--- config.mk ---
export PLATFORM = sky130hd
export DESIGN_NAME = wb_commit_multi
export DESIGN_NICKNAME = d
export VERILOG_FILES = /design/src/rtl/wb_commit_multi.sv
export SDC_FILE = /design/constraint.sdc
export NUM_CORES = 2
export LEC_CHECK = 0
export CAP_MARGIN = 20
export CELL_PAD_IN_SITES_DETAIL_PLACEMENT = 1
export CELL_PAD_IN_SITES_GLOBAL_PLACEMENT = 1
export CORE_ASPECT_RATIO = 0.8
export CORE_MARGIN = 3
export CORE_UTILIZATION = 47
export DETAILED_ROUTE_END_ITERATION = 6
export PLACE_DENSITY_LB_ADDON = 0.1
export SYNTH_ARGS = -nofsm -noshare
export SYNTH_HDL_FRONTEND = slang
export SYNTH_SLANG_ARGS = --single-unit
--- constraint.sdc ---
create_clock -name clk -period 37.1 [get_ports clk]
set_input_delay 7.42 -clock clk [delete_from_list [all_inputs] [get_ports clk]]
set_output_delay 7.42 -clock clk [all_outputs]
set_load 0.01 [all_outputs]
--- src/rtl/wb_commit_multi.sv ---
// rtl/wb_commit_multi.sv - N-lane writeback/commit stage with in-order kill, RF write ports and trace FIFO
module wb_commit_multi #(
    parameter int LANES     = 2,
    parameter int XLEN      = 32,
    parameter int DBG_DEPTH = 8
) (
    input  logic                  clk,
    input  logic                  rst,
    input  logic                  ex_flush,
    output logic                  w_allowin,
    input  logic                  mw_valid,
    input  logic [LANES-1:0]      mw_lane_valid,
    input  logic [LANES*32-1:0]   mw_pc,
    input  logic [LANES*XLEN-1:0] mw_result,
    input  logic [LANES-1:0]      mw_gr_we,
    input  logic [LANES*5-1:0]    mw_dest,
    input  logic [LANES-1:0]      mw_ex,
    input  logic [LANES*9-1:0]    mw_ecode,
    input  logic [LANES*32-1:0]   mw_vaddr,
    output logic [LANES-1:0]      rf_we,
    output logic [LANES*5-1:0]    rf_waddr,
    output logic [LANES*XLEN-1:0] rf_wdata,
    output logic                  ex_valid,
    output logic [72:0]           ex_info,
    output logic [2:0]            commit_cnt,
    output logic                  dbg_fifo_full,
    output logic [31:0]           debug_wb_pc,
    output logic [3:0]            debug_wb_rf_we,
    output logic [4:0]            debug_wb_rf_wnum,
    output logic [31:0]           debug_wb_rf_wdata
);
    localparam int AW = $clog2(DBG_DEPTH);
    localparam int CW = AW + 1;
    localparam logic [CW-1:0] DEPTH_C = CW'(DBG_DEPTH);

    typedef struct packed {
        logic [31:0] pc;
        logic        we;
        logic [4:0]  dest;
        logic [31:0] data;
    } trace_t;

    logic                  w_valid_q, w_valid_d;
    logic [LANES-1:0]      lane_valid_q, lane_valid_d;
    logic [LANES*32-1:0]   pc_q, pc_d;
    logic [LANES*XLEN-1:0] result_q, result_d;
    logic [LANES-1:0]      gr_we_q, gr_we_d;
    logic [LANES*5-1:0]    dest_q, dest_d;
    logic [LANES-1:0]      ex_q, ex_d;
    logic [LANES*9-1:0]    ecode_q, ecode_d;
    logic [LANES*32-1:0]   vaddr_q, vaddr_d;

    trace_t          fifo_mem_q [DBG_DEPTH];
    trace_t          fifo_mem_d [DBG_DEPTH];
    logic [AW-1:0]   wptr_q, wptr_d, rptr_q, rptr_d, widx;
    logic [CW-1:0]   count_q, count_d, free_slots;

    logic [LANES-1:0] live, commit, wr;
    logic [2:0]       push_n;
    logic             has_ex, w_ready_go, go, pop;
    logic [72:0]      ex_sel;
    trace_t           head;

    // Walk lanes oldest-first; everything after the first excepting lane is killed.
    always_comb begin
        has_ex = 1'b0;
        live   = '0;
        push_n = '0;
        ex_sel = '0;
        for (int i = 0; i < LANES; i++) begin
            if (lane_valid_q[i] && !has_ex) begin
                live[i] = 1'b1;
                if (ex_q[i]) begin
                    has_ex = 1'b1;
                    ex_sel = {ecode_q[i*9 +: 9], pc_q[i*32 +: 32], vaddr_q[i*32 +: 32]};
                end else begin
                    push_n = push_n + 3'd1;
                end
            end
        end
    end

    assign free_slots = DEPTH_C - count_q;
    assign w_ready_go = free_slots >= CW'(push_n);
    assign w_allowin  = !w_valid_q || w_ready_go;
    assign go         = w_valid_q && w_ready_go;
    assign commit     = {LANES{go}} & live & ~ex_q;
    assign commit_cnt = go ? push_n : 3'd0;
    assign ex_valid   = go && has_ex;
    assign ex_info    = ex_valid ? ex_sel : '0;

    // The youngest committing writer of a register wins the RF port.
    always_comb begin
        rf_we    = '0;
        rf_waddr = '0;
        rf_wdata = '0;
        for (int i = 0; i < LANES; i++) begin
            wr[i] = commit[i] && gr_we_q[i] && (dest_q[i*5 +: 5] != 5'd0);
        end
        for (int i = 0; i < LANES; i++) begin
            rf_we[i] = wr[i];
            for (int j = i + 1; j < LANES; j++) begin
                if (wr[j] && dest_q[j*5 +: 5] == dest_q[i*5 +: 5]) rf_we[i] = 1'b0;
            end
            if (rf_we[i]) begin
                rf_waddr[i*5 +: 5]       = dest_q[i*5 +: 5];
                rf_wdata[i*XLEN +: XLEN] = result_q[i*XLEN +: XLEN];
            end
        end
    end

    always_comb begin
        w_valid_d    = w_valid_q;
        lane_valid_d = lane_valid_q;
        pc_d         = pc_q;
        result_d     = result_q;
        gr_we_d      = gr_we_q;
        dest_d       = dest_q;
        ex_d         = ex_q;
        ecode_d      = ecode_q;
        vaddr_d      = vaddr_q;
        if (ex_flush) begin
            w_valid_d    = 1'b0;
            lane_valid_d = '0;
            pc_d         = '0;
            result_d     = '0;
            gr_we_d      = '0;
            dest_d       = '0;
            ex_d         = '0;
            ecode_d      = '0;
            vaddr_d      = '0;
        end else if (w_allowin) begin
            w_valid_d = mw_valid;
            if (mw_valid) begin
                lane_valid_d = mw_lane_valid;
                pc_d         = mw_pc;
                result_d     = mw_result;
                gr_we_d      = mw_gr_we;
                dest_d       = mw_dest;
                ex_d         = mw_ex;
                ecode_d      = mw_ecode;
                vaddr_d      = mw_vaddr;
            end
        end
    end

    // Trace entries keep the unmasked write strobe so shadowed writes stay visible.
    always_comb begin
        fifo_mem_d = fifo_mem_q;
        widx       = wptr_q;
        for (int i = 0; i < LANES; i++) begin
            if (commit[i]) begin
                fifo_mem_d[widx] = '{pc: pc_q[i*32 +: 32], we: wr[i], dest: dest_q[i*5 +: 5],
                                     data: result_q[i*XLEN +: 32]};
                widx = widx + AW'(1);
            end
        end
        wptr_d  = widx;
        pop     = count_q != '0;
        rptr_d  = rptr_q + AW'(pop);
        count_d = count_q + CW'(commit_cnt) - CW'(pop);
    end

    always_ff @(posedge clk or posedge rst) begin
        if (rst) begin
            w_valid_q    <= 1'b0;
            lane_valid_q <= '0;
            pc_q         <= '0;
            result_q     <= '0;
            gr_we_q      <= '0;
            dest_q       <= '0;
            ex_q         <= '0;
            ecode_q      <= '0;
            vaddr_q      <= '0;
            wptr_q       <= '0;
            rptr_q       <= '0;
            count_q      <= '0;
            for (int i = 0; i < DBG_DEPTH; i++) fifo_mem_q[i] <= '0;
        end else begin
            w_valid_q    <= w_valid_d;
            lane_valid_q <= lane_valid_d;
            pc_q         <= pc_d;
            result_q     <= result_d;
            gr_we_q      <= gr_we_d;
            dest_q       <= dest_d;
            ex_q         <= ex_d;
            ecode_q      <= ecode_d;
            vaddr_q      <= vaddr_d;
            wptr_q       <= wptr_d;
            rptr_q       <= rptr_d;
            count_q      <= count_d;
            fifo_mem_q   <= fifo_mem_d;
        end
    end

    assign head              = fifo_mem_q[rptr_q];
    assign dbg_fifo_full     = count_q == DEPTH_C;
    assign debug_wb_pc       = pop ? head.pc : '0;
    assign debug_wb_rf_we    = pop ? {4{head.we}} : '0;
    assign debug_wb_rf_wnum  = pop ? head.dest : '0;
    assign debug_wb_rf_wdata = pop ? head.data : '0;
endmodule

Yosys cells after proc, flatten, opt, wreduce, memory -nomap -nowiden
Cells that the tools add are included.
{ "totals": {"elab_cells": 148, "output_inout_bits": 228, "register_bits": 797} }
{ "classes": {"bitwise": 6, "reduce_logical": 19, "order_cmp": 6, "n_mux": 64, "add_sub_neg": 7, "n_eq_ne": 2} }
{ "op_table": {"columns": ["operator", "count"], "rows": [
  ["560-bit bitwise mux", 2],
  ["560-bit 2-to-1 mux", 2],
  ["64-bit 2-to-1 mux", 9],
  ["70-bit demux with 3-bit select", 2],
  ["73-bit 2-to-1 mux", 5],
  ["70-bit 2-to-1 mux", 4],
  ["70-bit binary-select mux with 3-bit select", 1],
  ["32-bit 2-to-1 mux", 4],
  ["18-bit 2-to-1 mux", 3],
  ["10-bit 2-to-1 mux", 3],
  ["2-bit 2-to-1 mux", 9],
  ["3-bit 2-to-1 mux", 5],
  ["5-bit 2-to-1 mux", 3],
  ["4-bit >= comparator (second input constant)", 3],
  ["3-bit NOT with 4-bit output", 3],
  ["1-bit 2-to-1 mux", 11],
  ["1-bit logical AND", 10],
  ["5-bit nonzero test", 2],
  ["3-bit by 1-bit adder with 3-bit output (second input constant)", 3],
  ["4-bit by 1-bit < comparator with 1-bit output (second input constant)", 2],
  ["5-bit equality test", 1],
  ["4-bit by 3-bit adder with 4-bit output", 1],
  ["2-bit bitwise AND", 2],
  ["4-bit equality test (second input constant)", 1],
  ["11 further kinds", 13]
]} }

Depth between registers and ports, before layout
{ "logic_depth": {"ltp_word": 17, "mapped_depth": 16, "depth_no_buf": 15} }

Worst setup path after synthesis
Ideal clock, no wire load.
{ "synth_timing": {"path_kind": "register -> output", "startpoint": "register lane_valid_q[0]", "endpoint": "output rf_wdata[10]", "t_required_ns": 29.680, "t_arrival_ns": 3.248, "path_stages_with_launch": 17, "slack_ns": 26.432, "cell_sequence": "dfrtp_1 nor2b_1 clkbuf_1 ha_1 mux2i_1 nor2_1 ha_1 nand2b_1 a211oi_4 a21bo_2 buf_2 or2_1 buf_2 o41a_1 buf_2 buf_2 and2_1"} }
{ "synth_between": {"elab_chain_len": 13, "word_cells_on_any_way": 20, "classes_between": "add/sub: 1; order compare: 1; mux: 8; bitwise: 2; reduce/logical: 8"} }
{ "synth_lines": {"columns": ["element", "line", "text"], "rows": [
  ["start: declaration", "44", "logic [LANES-1:0] lane_valid_q, lane_valid_d;"],
  ["start signal: assignment", "181", "lane_valid_q <= lane_valid_d;"],
  ["1-bit 2-to-1 mux", "71", "if (lane_valid_q[i] && !has_ex) begin"],
  ["3-bit by 1-bit adder with 3-bit output / 1-bit zero test (equally long branches)", "77, 71", null],
  ["3-bit 2-to-1 mux / 1-bit logical AND (equally long branches)", "73, 71", null],
  ["3-bit 2-to-1 mux", "71", null],
  ["4-bit by 3-bit >= comparator with 1-bit output", "84", "assign w_ready_go = free_slots >= CW'(push_n);"],
  ["1-bit logical AND", "86", "assign go = w_valid_q && w_ready_go;"],
  ["2-bit bitwise AND (*) (2 in a row)", "87", "assign commit = {LANES{go}} & live & ~ex_q;"],
  ["1-bit logical AND (2 in a row)", "98", "wr[i] = commit[i] && gr_we_q[i] && (dest_q[i*5 +: 5] != 5'd0);"],
  ["1-bit logical AND", "103", "if (wr[j] && dest_q[j*5 +: 5] == dest_q[i*5 +: 5]) rf_we[i] = 1'b0;"],
  ["1-bit 2-to-1 mux (*)", "103", null],
  ["32-bit 2-to-1 mux (*)", "105", "if (rf_we[i]) begin"],
  ["end: declaration", "22", "output logic [LANES*XLEN-1:0] rf_wdata,"]
]} }
Every way passes the cells marked *; elsewhere a longest branch is shown, timed or not.

Worst setup path in the final report
{ "layout_timing": {"startpoint": "register lane_valid_q[0]", "endpoint": "output rf_wdata[22]"} }
Same word-level chain as after synthesis.

==> key figures <==
Power
  – Switching part of the total: 31.9%
  – Int Pwr: 2.01 mW
  – Sequential power share: 40.6%
  – Combinational share of power: 29.2%
  – Switch Pwr: 0.941 mW
  – Power Dens Cells: 58.5 nW/um2
  – Leakage: 24.1 nW
  – Clock share of power: 30.2%
  – Max VDD drop: 36.6 uV

Place
  – Port buffer count: 456
  – Post-detail-place hpwl: 81,500 um
  – Gpl congestion: 0.804

Worst setup path
  – Critical Path Sink Type: primary output
  – R2R Setup Slk: 31.34 ns
  – Slowest-stage cell, CP: o41a_2
  – Critical path's most frequent cell: buf_4
  – Critical path peak fanout: 76
  – RR Endpoint: fifo_mem_q[555]$_DFF_PP0_
  – Reg2reg path depth: 11
  – Crit path largest cell delay: 0.80 ns
  – Worst EP arrival: 5.15 ns
  – Critical path type: flop to primary output
  – Cell Chain, Critical Path: and2_4 > buf_4 > nor2_1 > ha_1 > nand2b_1 > a211oi_4 > a21oi_1 > buf_4 > o311a_1 > o41a_2 > and2_1 > clkdlybuf4s50_1
  – CP required: 29.68 ns
  – Worst flop-to-flop path startpoint: lane_valid_q[0]$_DFFE_PP0P_
  – Crit start category: flop
  – Worst setup startpoint: lane_valid_q[0]$_DFFE_PP0P_

STA
  – Fmax: 79.5 MHz
  – Final period utilization: 33.9%
  – Final min period: 12.57 ns
  – RSZ-0062 raised after global routing: false
  – Final hold violations: 0
  – Fin. max-slew vios: 0
  – Slew margin rel.: 24.6%
  – Slew @ Worst Pin: 1.13 ns
  – Final setup TNS: 0 ns
  – Clk_skew: 0.0206 ns
  – Final setup viols: 0

Routing
  – Met3 WL post-DR: 9050 um
  – Initial DRC count: 2,231
  – DRC: 0
  – Via density: 6.31
  – Top Layer Used: met5
  – WL/cell: 29.9 um
  – Via count: 29,800
  – Routed WL: 141,000 um
  – Met2 WL: 67,500 um
  – Routed Antenna Nets: 0
  – Drt pass-1 iters: 5
  – DRT met1 WL: 60,800 um

Floorplanning
  – Initial Utilization: 47.9%
  – Core Rows: 97
  – Floorplan core area: 88,600 um2
  – Die Ht: 275 um
  – Die width: 342 um
  – IO Count: 458
  – DIE AREA: 94,000 um2

Synthesis
  – Average size of a mapped cell: 12.9 um2
  – Synthesis warning total: 0
  – Yosys top cell area share: 47.0%
  – Mapped cell area: 42,500 um2
  – Top cells by count, synth: 863 x mux2_2, 797 x dfrtp_1, 250 x clkbuf_1
  – Syn nets: 3,536
  – Asr flop ratio synth: 100%
  – Synth area leader: dfrtp_1
  – Yosys cell types: 46
  – EDFF count, synth: 0
  – Main synth FF type: dfrtp_1
  – #FFs+latches synth: 797
  – Sequential area share after synthesis: 47.0%
  – Largest cells by area after synthesis: dfrtp_1 47%, mux2_2 23%, mux4_2 7.4%
  – Count leader, synth: mux2_2
  – Synth Instances: 3,291

Clock tree
  – Post-CTS Resized: 0
  – Clock sinks: 797
  – Post-CTS Hold Fix Bufs: 0
  – Longest Clk Path Bufs: 3
  – Root buf cell: clkbuf_16
  – Number of setup buffers added after CTS: 0
  – Worst-skew pair later-pin latency: 0.66 ns
  – Num CTS Buffers: 86
  – TritonCTS clock tree: done
  – Register clock-pin slew on the reported worst setup and hold paths: 0.06 ns
  – CTS H-Tree Depth: 3

Finish
  – Final Util: 56.9%
  – Layout cells sized above 1: 35.4%
  – Fill cells: 8,555
  – Final nets: 3,711
  – Layout area overhead: 18.6%

Hold path
  – Worst hold stages: 1
  – Worst Hold Class: flop to flop
  – Hold Crit Start: vaddr_q[45]$_DFFE_PP0P_
  – Worst hold endpoint: vaddr_q[45]$_DFFE_PP0P_

Status
  – Status: completed

Global routing
  – Overflow after GRT: 0
  – Global Route Usage Sum: 29.8%
  – First-pass GRT wire length: 213,000 um
  – Vias in the first global route: 33,400
  – Number of antenna violations at the first check in global routing: 4
  – Pin count of the biggest net entering global routing: 150

Run
  – Max-Cap Viols: 0
==> power by group through the flow <==
| stage | logic (mW) | registers, mW | clock network (mW) |
|---|---|---|---|
| 3_3_place_gp | 0.826 | 1.19 | 0 |
| 6_report | 0.862 | 1.20 | 0.890 |
| 2_1_floorplan | 0.646 | 1.10 | 0 |
| 5_1_grt | 0.922 | 1.22 | 0.946 |
| 3_5_place_dp | 0.859 | 1.21 | 0 |
| 4_1_cts | 0.863 | 1.19 | 0.907 |
==> metal layers <==
layer | GRT usage [%] | up-vias
met1 | 40.3 | 16000
li1 | - | 12500
met4 | 8.73 | 6
met3 | 6.10 | 240
met5 | 0 | -
met2 | 48.7 | 983
==> how the worst max path moves through the flow <==
stage	end	slack (ns)
finish	rf_wdata[22]	24.53
global route	rf_wdata[22]	24.21
CTS	rf_wdata[22]	24.40
detailed placement	result_q[21]$_DFFE_PP0P_	25.04
global placement	result_q[21]$_DFFE_PP0P_	25.24
floorplan	count_q[0]$_DFF_PP0_	7.30
==> layout by cell type (no fill, tap or decap), drive strengths merged, types with 14 or more instances in the layout <==
| cell type | netlist | layout |
|---|---|---|
| a22o | 226 | 226 |
| inv | 16 | 18 |
| and2 | 76 | 76 |
| nor4 | 106 | 106 |
| mux2 | 893 | 893 |
| clkinv | 0 | 19 |
| buf | 180 | 61 |
| mux4 | 140 | 140 |
| clkbuf | 250 | 124 |
| dfrtp | 797 | 797 |
| a22oi | 73 | 73 |
| clkdlybuf4s50 | 0 | 456 |
| mux2i | 193 | 193 |
| ha | 14 | 14 |
| a21oi | 111 | 111 |
| nor2 | 150 | 150 |
==> flip-flops by register name, indices dropped and copies added, names as in the netlist <==
register,flops
rptr_q,3
result_q,64
ecode_q,18
vaddr_q,64
gr_we_q,2
fifo_mem_q,560
lane_valid_q,2
ex_q,2
dest_q,10
count_q,4
w_valid_q,1
pc_q,64
wptr_q,3
==> cell families after synthesis <==
family | Yosys count | synth area share [%]
DFF | 797 | 47.0
and+or+nand+nor | 373 | 4.65
buffers and inverters | 446 | 4.23
adders and majority gates | 15 | 0.460
xor gates and xnor gates | 15 | 0.309
other | 1 | 0.00883
muxes | 1226 | 35.9
AOI/OAI and AO/OA | 418 | 7.45
==> critical path: cells and delay by family (launching register included) <==
kind / cells / cell delay, ns
flops: 1 / 0.42
compound gates: 4 / 1.47
buf+inv: 3 / 1.56
fa+ha+maj: 1 / 0.32
simple gates: 4 / 0.70
==> area by class of cell <==
class	count	area, um2	share of cell area [%]
repair buffers	517	5110	10.1
well taps	1188	1490	2.95
diodes	1	2.50	0.00497
inverters	16	67.6	0.134
clock inverters	31	383	0.760
flip-flops and latches	797	20000	39.6
clock buffers	124	2490	4.94
multi-input cells	2048	20900	41.5
==> stage by stage <==
stage / power (mW) / worst slack (ns) / instances / cell area [um2] / hold WS [ns]
floorplan: 1.75 / 7.30 / 3291 / 42500 / 0.473
global placement: 2.01 / 25.24 / 4562 / 47400 / 0.489
detailed placement: 2.06 / 25.04 / 4563 / 47400 / 0.493
CTS: 2.96 / 24.40 / 4718 / 50300 / 0.509
global route: 3.08 / 24.21 / 4721 / 50400 / 0.527
finish: 2.95 / 24.53 / 4722 / 50400 / 0.509
Power figures use the tool's default switching activity.
